[src/rtl/ariane_pkg.sv]
`default_nettype none
// ============================================================================
//  Module   : ariane_pkg (excerpt)
//  Brief    : SFENCE.VMA queue types: flush mode, queue entry, FSM state.
//  Revision : 1.0
// ============================================================================
package ariane_pkg;

    localparam int unsigned SFENCE_VLEN_MAX = 64;
    localparam int unsigned SFENCE_ASID_MAX = 16;

    typedef enum logic [1:0] {
        SFENCE_ALL        = 2'b00,
        SFENCE_ASID       = 2'b01,
        SFENCE_VADDR      = 2'b10,
        SFENCE_VADDR_ASID = 2'b11
    } sfence_mode_t;

    typedef struct packed {
        logic [SFENCE_VLEN_MAX-1:0] vaddr;
        logic [SFENCE_ASID_MAX-1:0] asid;
        sfence_mode_t               mode;
        logic                       committed;
    } sfence_req_t;

    typedef enum logic [1:0] {
        ST_IDLE   = 2'b00,
        ST_ISSUE  = 2'b01,
        ST_SETTLE = 2'b10
    } sfence_state_t;

    // Bit 1 = "vaddr given" (rs1 != x0), bit 0 = "asid given" (rs2 != x0).
    function automatic sfence_mode_t sfence_mode(input logic rs1_zero, input logic rs2_zero);
        return sfence_mode_t'({~rs1_zero, ~rs2_zero});
    endfunction

endpackage
`default_nettype wire

[src/rtl/sfence_vma_queue.sv]
`default_nettype none
// ============================================================================
//  Module   : sfence_vma_queue
//  Brief    : In-order SFENCE.VMA request queue with commit/flush tracking and
//             a handshaked TLB flush command port.
//  Revision : 1.0
// ============================================================================
module sfence_vma_queue
    import ariane_pkg::*;
#(
    parameter int unsigned DEPTH      = 2,
    parameter int unsigned VLEN       = 64,
    parameter int unsigned ASID_WIDTH = 16
) (
    input  logic                         clk_i,
    input  logic                         rst_i,
    input  logic                         flush_i,
    input  logic                         req_valid_i,
    output logic                         req_ready_o,
    input  logic [VLEN-1:0]              req_vaddr_i,
    input  logic [ASID_WIDTH-1:0]        req_asid_i,
    input  logic                         req_rs1_zero_i,
    input  logic                         req_rs2_zero_i,
    input  logic                         commit_i,
    output logic                         tlb_valid_o,
    input  logic                         tlb_ready_i,
    output sfence_mode_t                 tlb_mode_o,
    output logic [VLEN-1:0]              tlb_vaddr_o,
    output logic [ASID_WIDTH-1:0]        tlb_asid_o,
    output logic                         busy_o,
    output logic [$clog2(DEPTH+1)-1:0]   count_o
);

    localparam int unsigned c_PTR_W = $clog2(DEPTH);
    localparam int unsigned c_CNT_W = $clog2(DEPTH+1);

    sfence_req_t        r_entries [DEPTH];
    logic [c_PTR_W-1:0] r_head;
    logic [c_PTR_W-1:0] r_tail;
    logic [c_CNT_W-1:0] r_count;
    logic [c_CNT_W-1:0] r_ncommit;
    sfence_state_t      r_state;

    logic               w_push;
    logic               w_pop;
    logic               w_commit;
    logic [c_PTR_W-1:0] w_commit_idx;
    logic [c_PTR_W-1:0] w_head_nxt;
    logic [c_PTR_W-1:0] w_tail_nxt;
    logic [c_CNT_W-1:0] w_count_nxt;
    logic [c_CNT_W-1:0] w_ncommit_nxt;
    sfence_req_t        w_new_entry;

    assign req_ready_o = (r_count < c_CNT_W'(DEPTH));
    assign w_push      = req_valid_i & req_ready_o & ~flush_i;
    assign w_pop       = (r_state == ST_ISSUE) & tlb_ready_i;
    assign w_commit    = commit_i & (r_ncommit < r_count);
    // Commits retire in order, so committed entries always form a prefix from the head.
    assign w_commit_idx = r_head + c_PTR_W'(r_ncommit);

    assign busy_o  = (r_count != '0) | (r_state != ST_IDLE);
    assign count_o = r_count;

    always_comb begin
        w_new_entry.vaddr     = SFENCE_VLEN_MAX'(req_vaddr_i);
        w_new_entry.asid      = SFENCE_ASID_MAX'(req_asid_i);
        w_new_entry.mode      = sfence_mode(req_rs1_zero_i, req_rs2_zero_i);
        w_new_entry.committed = 1'b0;
    end

    // Commit is folded in before the flush trims the queue to the committed prefix.
    always_comb begin
        w_head_nxt    = r_head + c_PTR_W'(w_pop);
        w_ncommit_nxt = r_ncommit + c_CNT_W'(w_commit) - c_CNT_W'(w_pop);
        if (flush_i) begin
            w_count_nxt = w_ncommit_nxt;
            w_tail_nxt  = w_head_nxt + c_PTR_W'(w_ncommit_nxt);
        end else begin
            w_count_nxt = r_count + c_CNT_W'(w_push) - c_CNT_W'(w_pop);
            w_tail_nxt  = r_tail + c_PTR_W'(w_push);
        end
    end

    always_ff @(posedge clk_i or posedge rst_i) begin
        if (rst_i) begin
            for (int i = 0; i < DEPTH; i++) begin
                r_entries[i] <= '0;
            end
            r_head    <= '0;
            r_tail    <= '0;
            r_count   <= '0;
            r_ncommit <= '0;
        end else begin
            if (w_push) begin
                r_entries[r_tail] <= w_new_entry;
            end
            if (w_commit) begin
                r_entries[w_commit_idx].committed <= 1'b1;
            end
            if (w_pop) begin
                r_entries[r_head].committed <= 1'b0;
            end
            r_head    <= w_head_nxt;
            r_tail    <= w_tail_nxt;
            r_count   <= w_count_nxt;
            r_ncommit <= w_ncommit_nxt;
        end
    end

    // Command outputs are registered and zeroed whenever no command is offered.
    always_ff @(posedge clk_i or posedge rst_i) begin
        if (rst_i) begin
            r_state     <= ST_IDLE;
            tlb_valid_o <= 1'b0;
            tlb_mode_o  <= SFENCE_ALL;
            tlb_vaddr_o <= '0;
            tlb_asid_o  <= '0;
        end else begin
            case (r_state)
                ST_IDLE: begin
                    if ((r_count != '0) && r_entries[r_head].committed) begin
                        r_state     <= ST_ISSUE;
                        tlb_valid_o <= 1'b1;
                        tlb_mode_o  <= r_entries[r_head].mode;
                        tlb_vaddr_o <= VLEN'(r_entries[r_head].vaddr);
                        tlb_asid_o  <= ASID_WIDTH'(r_entries[r_head].asid);
                    end
                end
                ST_ISSUE: begin
                    if (tlb_ready_i) begin
                        r_state     <= ST_SETTLE;
                        tlb_valid_o <= 1'b0;
                        tlb_mode_o  <= SFENCE_ALL;
                        tlb_vaddr_o <= '0;
                        tlb_asid_o  <= '0;
                    end
                end
                ST_SETTLE: begin
                    r_state <= ST_IDLE;
                end
                default: begin
                    r_state <= ST_IDLE;
                end
            endcase
        end
    end

    a_commit_has_entry: assert property (
        @(posedge clk_i) disable iff (rst_i) commit_i |-> (r_ncommit < r_count)
    );

endmodule
`default_nettype wire

[config.mk]
export PLATFORM = sky130hd
export DESIGN_NAME = sfence_vma_queue
export DESIGN_NICKNAME = d
export VERILOG_FILES = /design/src/rtl/ariane_pkg.sv /design/src/rtl/sfence_vma_queue.sv
export SDC_FILE = /design/constraint.sdc
export NUM_CORES = 1
export LEC_CHECK = 0
export ABC_AREA = 1
export CORE_MARGIN = 2
export CORE_UTILIZATION = 49
export DETAILED_ROUTE_END_ITERATION = 8
export GPL_ROUTABILITY_DRIVEN = 0
export PLACE_DENSITY_LB_ADDON = 0.1
export SLEW_MARGIN = 20
export SYNTH_ARGS = -nofsm -noshare
export SYNTH_HDL_FRONTEND = slang
export SYNTH_SLANG_ARGS = --single-unit
[constraint.sdc]
create_clock -name clk_i -period 9.55 [get_ports clk_i]
set_clock_uncertainty 0.05 [all_clocks]
set_input_delay 1.91 -clock clk_i [delete_from_list [all_inputs] [get_ports clk_i]]
set_output_delay 1.91 -clock clk_i [all_outputs]
set_load 0.01 [all_outputs]
; Word-level counts from Yosys, hierarchy flattened
; Index checks and enable logic that the tools add are counted.
[classes]
n_addsub = 8
n_mul = 0
n_div = 0
n_lt_le_gt_ge = 8
eq_ne = 3
n_shift = 0
n_mux = 32
bitwise = 11
reduce_logical = 10
[op_table]
columns = op, n
row1 = $bwmux W166, 3
row2 = $mux W166, 3
row3 = $mux W83, 4
row4 = $demux W83 S1, 3
row5 = $mux W64, 2
row6 = $pmux W64 S2, 1
row7 = $mux W16, 2
row8 = $pmux W16 S2, 1
row9 = $mux W2, 5
row10 = $pmux W2 S2, 2
row11 = $ge A2 B2 Y1 const B, 3
row12 = $lt A2 B1 Y1 const B, 3
row13 = $not A1 Y2, 3
row14 = $reduce_bool A2 Y1, 3
row15 = $mux W1, 5
row16 = $add A1 B1 Y1, 4
row17 = $add A2 B1 Y2, 2
row18 = $and A1 B1 Y1, 4
row19 = $logic_and A1 B1 Y1, 4
row20 = $ne A2 B2 Y1 const B, 2
row21 = $sub A2 B1 Y2, 2
row22 = $not A1 Y1, 3
row23 = $reduce_and A3 Y1, 1
row24 = $eq A2 B1 Y1 const B, 1
row25 = other kinds (6), 6
[word_totals]
reg_bits = 257
latchBits = 0
ram_bits = 0
romBits = 0
inputBits = 88
output_inout_bits = 87
word_cells = 89
n_memories = 0

; Longest topological paths before layout
; Gate-level depths: netlist of the first run.
[depth]
word_depth = 11
ltp_mapped = 14
mapped_depth_nobuf = 13

; Worst setup path after synthesis of the first run
; No wires, ideal clock.
[synth_path]
path_kind = input to register
from = input tlb_ready_i
to = register r_tail
arrival_time_ps = 3233
t_required_ps = 9376
slack_ps = 6143
path_stages = 11
path_buffers = 2
path_cell_list = nand3_2 -> buf_2 -> buf_2 -> inv_1 -> ha_1 -> inv_1 -> ha_1 -> nand2_1 -> inv_1 -> nand2_1 -> nand3_1
[synth_between]
elab_chain_cells = 4
[synth_lines]
columns = item, line
row1 = from (decl), sfence_vma_queue.sv:26  ; input logic tlb_ready_i,
row2 = $and A1 B1 Y1, sfence_vma_queue.sv:56  ; assign w_pop = (r_state == ST_ISSUE) & tlb_ready_i;
row3 = $sub A2 B1 Y2, sfence_vma_queue.sv:74  ; w_ncommit_nxt = r_ncommit + c_CNT_W'(w_commit) - c_CNT_W'(w_pop);
row4 = via w_ncommit_nxt[0], sfence_vma_queue.sv:51  ; logic [c_CNT_W-1:0] w_ncommit_nxt;
row5 = $add A1 B1 Y1, sfence_vma_queue.sv:77  ; w_tail_nxt = w_head_nxt + c_PTR_W'(w_ncommit_nxt);
row6 = $mux W1, sfence_vma_queue.sv:75  ; if (flush_i) begin
row7 = via w_tail_nxt, sfence_vma_queue.sv:49  ; logic [c_PTR_W-1:0] w_tail_nxt;
row8 = to (signal assigned), sfence_vma_queue.sv:104  ; r_tail <= w_tail_nxt;
row9 = to (decl), sfence_vma_queue.sv:39  ; logic [c_PTR_W-1:0] r_tail;
; The timed path passes the listed nets, and every way through them passes these cells.
; A chain may end at the register's enable or synchronous reset.

==> out/metrics.yaml, run 1 <==
critical_path:
  worst-path-buf-inv: 4
  max_stage_delay_ps: 790
  cp-start-kind: "primary input"
  worstReg2RegStart: "r_head"
  critPathKind: "primary input to flip-flop"
  rr_worst_depth: 9
  path_cells: "clkdlybuf4s50_1 > nor2_1 > nand2_1 > inv_1 > ha_4 > clkinv_2 > buf_4 > nand2_1 > o21ai_0"
  cp_common_cell: "nand2_1"
  arrival_ps: 4980
  cp_slowest_cell: "ha_4"
  end_kind: "flip-flop"
  critPathMaxFanout: 81
  path_delay_family: "buffers and inverters"
  worstPathRequired_ps: 9870
  r2r_slack_ps: 5740
  r2r_end: "tlb_vaddr_o[61]"
place:
  hpwl_mm: 16.2
  placedCellCount: 1730
  io_buffers: 174
  placed_area_um2: 12800
die:
  die_area_um2: 23700
  fp.dieW_um: 154
  die_h_um: 154
  start_util: 0.502
  coreArea_um2: 22000
  pin_count: 175
  rows: 54
run:
  maxCapViolations: 0
cts:
  cts_setup_buffers: 0
  htreeDepth: 1
  numCtsBuffers: 28
  cts_max_path_buffers: 3
  cts_resized: 0
  ctsHoldBuffers: 0
  cts.sinks: 257
  cts-root-buf: "clkbuf_16"
  clk_pin_slew_ps: 60
  cts_tree: "built"
  clk_latency_ps: 530
synth:
  synthCells: 1349
  synthFlopType: "dfrtp_1"
  avgSynthCellArea_um2: 8.17
  yosysTopAreaCellShare: 0.584
  syn_area_um2: 11000
  synth.distinct_cells: 21
  async_flop_share: 1.00
  seq_area_frac_synth: 0.584
  yosys.area.top_type: "dfrtp_1"
  synth_nets: 1444
  synth_edf_count: 0
  synthTopCellsByArea: "dfrtp_1, nand2_1, o21ai_0"
  ys_ff_latch: 257
  yosysWarnings: 0
timing:
  rsz0062_at_grt: "false"
  period_share: 0.488
  hold_violations: 0
  period_needed_ps: 4660
  slew_headroom: 0.277
  whs_ps: 419
  setup_violations: 0
  fmax_ghz: 0.215
  tightest_slew_ps: 1080
  finalSetupTns_ps: 0
  finalMaxSlewViolations: 0
layout:
  design_area_um2: 13700
  mostFrequentLayoutCell: "nand2_1"
  drive_gt1_frac: 0.0419
  instances_no_fill: 1783
  final_cell_mix: "nand2_1, dfrtp_1, clkdlybuf4s50_1"
  nFillCells: 1922
  fin_util: 0.626
  multi_input_area_um2: 3910
  syn_to_final_growth_pct: 24.6
  final_net_count: 1575
  regArea_um2: 6430
worst_hold_path:
  hold_depth: 2
  hp-class: "flip-flop to flip-flop"
global_routing:
  grt_max_degree: 101
  grt_pass1_wl_mm: 44.6
  grt.total_usage: 0.232
  grt_pass1_vias: 8694
  antenna_found_initial: 1
  grt_overflow: 0
power:
  combPwrFrac: 0.346
  power_leakage_nw: 6.95
  ir_worst_vdd_mv: 0.155
  clockPowerShare: 0.240
  power.switching_mw: 1.62
  pwr-share-seq: 0.414
  power_density_nw_per_um2: 322
  p_int_mw: 2.80
  swShare: 0.366
routing:
  vias: 9024
  avgRoutedWirePerCell_um: 15.3
  drc_errors: 0
  first_pass_iters: 5
  drt_wl_total_mm: 27.2
  viasPerCell: 5.06
  first_iter_violations: 542
  ant_nets: 0
run_status:
  status: "completed"
logic make-up (layout without fill, tap and decap cells):
group                      after synthesis  after routing  share of synthesized area
buffers and inverters                  163            316                     0.0652
and+or+nand+nor                        776            776                      0.277
adders and majority gates                7              7                    0.00795
other                                    0              1                          0
AOI/OAI and AO/OA                      146            146                     0.0665
DFF                                    257            257                      0.584
layout make-up:
type                            count  area share
Timing Repair Buffer              182       0.131
Tap cell                          280      0.0255
Clock buffer                       46      0.0626
Sequential cell                   257       0.468
Clock inverter                      6     0.00401
Multi-Input combinational cell    929       0.285
Antenna cell                        1    0.000182
Inverter                           82      0.0230
power groups by stage:
stage                     logic, mW  registers [mW]  clock network (mW)
after floorplan                1.03            1.80                   0
after global placement         1.49            1.84                   0
after detailed placement       1.54            1.84                   0
after CTS                      1.55            1.83                1.08
after global routing           1.74            1.89                1.13
final                          1.53            1.83                1.06
worst max-delay path by stage:
stage            start                          to  slack [ps]  cells after the start
6_report       flush_i                   flip-flop        4890                      9
3_5_place_dp   flush_i                   flip-flop        4400                      9
4_1_cts        flush_i                   flip-flop        4930                      9
5_1_grt        flush_i                   flip-flop        4690                      9
2_1_floorplan    rst_i  asynchronous set/reset pin         520                      1
3_3_place_gp   flush_i                   flip-flop        4470                      9
per-stage QoR:
stage / worst slack, ps / total power [mW]
after floorplan: 520 / 2.83
after global placement: 4470 / 3.32
after detailed placement: 4400 / 3.38
after CTS: 4930 / 4.46
after global routing: 4690 / 4.77
final: 4890 / 4.42
Yosys cell counts, types with 2 or more instances:
| master | number |
|---|---|
| a21oi_1 | 23 |
| dfrtp_1 | 257 |
| ha_1 | 7 |
| nor2_1 | 7 |
| inv_1 | 78 |
| nand3b_1 | 2 |
| nand3_1 | 91 |
| buf_1 | 5 |
| inv_2 | 4 |
| buf_6 | 7 |
| buf_2 | 31 |
| buf_4 | 4 |
| clkbuf_1 | 34 |
| o21ai_0 | 122 |
| nand2_1 | 671 |
routing by layer:
metal  track usage  vias up  wire, um
li1              -     4443         -
met1         0.323     4316     12400
met2         0.374      234     12600
met3        0.0499       31      1850
met4        0.0556        0       411
met5             0        -         0
tightest hold or removal path: cells and delay by family, from the launching register on:
family | cells | cell delay (ps)
flops | 1 | 340
simple gates | 2 | 110
Note: power is estimated with default switching activity, not from simulation.
==> run 2, diff against run 1 <==
Clock period 9.55 ns to 3.8 ns, I/O delays scaled along.
==> run 2 against run 1 <==
  * Global-route usage grew 0.25 points
  * Critical path depth shrank 1
  * Design area grew 0.62%
  * Hold slack is essentially flat
  * Combinational power grew to 2.6 times the previous value
  * Non-clock buffer count grew 6
  * Cell count grew 0.17%
  * Register-to-register slack lost 4900 ps
  * Power grew 150%
  * First-iteration DRC count shrank 0.37%
  * Die area is the same
  * Clock-buffer cell count grew 2
  * Largest cell class unchanged
  * Highest routed layer is now met5
==> out/metrics.yaml, run 2 (synthesis gave the netlist of run 1 again) <==
timing:
  slew_headroom: 0.302
  fmax_ghz: 0.340
  finalMaxSlewViolations: 0
  whs_ps: 419
  hold_violations: 0
  layout_setup_ws_ps: 856
  tightest_slew_ps: 1050
  rsz0062_at_grt: "false"
  setup_violations: 0
  finalSetupTns_ps: 0
  period_share: 0.775
  period_needed_ps: 2940
critical_path:
  cp_slowest_cell: "buf_4"
  arrival_ps: 3360
  cp_common_cell: "nand2_1"
  critPathMaxFanout: 77
  critPathKind: "flip-flop to flip-flop"
  path_cells: "buf_4 > nand2_1 > nand2_1 > nand2_4 > inv_2 > buf_4 > nand2_1 > nand2_1"
  end_kind: "flip-flop"
  path_delay_family: "buffers and inverters"
  cp-start-kind: "flip-flop"
  max_stage_delay_ps: 600
  worstPathRequired_ps: 4210
  worst-path-buf-inv: 3
routing:
  ant_nets: 0
  first_iter_violations: 540
  drt_wl_total_mm: 27.2
  viasPerCell: 5.05
  first_pass_iters: 5
  avgRoutedWirePerCell_um: 15.2
  drc_errors: 0
  vias: 9023
layout:
  final_cell_mix: "nand2_1, dfrtp_1, clkdlybuf4s50_1"
  regArea_um2: 6430
  mostFrequentLayoutCell: "nand2_1"
  nFillCells: 1946
  design_area_um2: 13800
  multi_input_area_um2: 3910
  drive_gt1_frac: 0.0432
  diodes: 0
  syn_to_final_growth_pct: 25.4
  final_net_count: 1581
die:
  coreArea_um2: 22000
  fp.dieW_um: 154
  rows: 54
  die_area_um2: 23700
  pin_count: 175
  die_h_um: 154
  start_util: 0.502
power:
  power_leakage_nw: 6.98
  ir_worst_vdd_mv: 0.398
  total_power_mw: 11.1
  power_density_nw_per_um2: 800
worst_hold_path:
  hp-class: "flip-flop to flip-flop"
global_routing:
  antenna_found_initial: 1
  grt_pass1_wl_mm: 45.7
  grt.total_usage: 0.234
  grt_pass1_vias: 8896
  grt_overflow: 0
  grt_max_degree: 104
place:
  placed_area_um2: 12900
  io_buffers: 174
  pre_cts_slack_ps: 693
  hpwl_mm: 15.9
cts:
  clk_latency_ps: 530
  htreeDepth: 1
  cts_max_path_buffers: 3
  numCtsBuffers: 28
  cts_tree: "built"
  clk_pin_slew_ps: 60
  cts.sinks: 257
  cts_resized: 0
  ctsHoldBuffers: 0
  cts-root-buf: "clkbuf_16"
  cts_setup_buffers: 0
run:
  maxCapViolations: 0
run_status:
  status: "completed"
run 2: worst reg2reg max path: stages (launching register included):
cell and delay (ps):
dfrtp_4 410, buf_4 600, nand2_1 120, nand2_1 160, nand2_4 340, inv_2 330
buf_4 580, nand2_1 190, nand2_1 110
run 2: cell type report:
cell class / count / share of cell area
Multi-Input combinational cell: 929 / 0.283
Clock buffer: 48 / 0.0627
Sequential cell: 257 / 0.466
Timing Repair Buffer: 188 / 0.140
Inverter: 82 / 0.0226
Clock inverter: 2 / 0.000724
Tap cell: 280 / 0.0253
run 2: power breakdown:
part	leakage, nW	internal [mW]	switching [mW]
Clock	0.430	1.53	1.05
Sequential	3.25	3.91	0.548
Combinational	3.31	1.56	2.45
run 2: routing by layer:
metal | global-route usage | vias up | wire length, um
met3 | 0.0459 | 42 | 1620
met4 | 0.0498 | 2 | 505
met2 | 0.381 | 230 | 12600
met5 | 0 | - | 13
met1 | 0.330 | 4289 | 12400
li1 | - | 4460 | -
run 2: final timing paths:
check	start	to	slack (ps)	cells past startpoint
setup reg to reg	r_head	tlb_vaddr_o[31]	860	8
max in group asynchronous	rst_i	tlb_vaddr_o[40]	2310	3
hold / removal	flip-flop	flip-flop	420	2
hold reg to reg	flip-flop	flip-flop	420	2
min in group asynchronous	rst_i	r_ncommit[1]	660	2
setup / recovery	r_head	tlb_vaddr_o[31]	860	8
run 2: stage by stage:
stage / util / std cells
floorplan: - / 1349
global placement: 0.589 / 1736
detailed placement: 0.589 / 1736
CTS: 0.629 / 1786
global route: 0.629 / 1786
finish: 0.629 / 1786
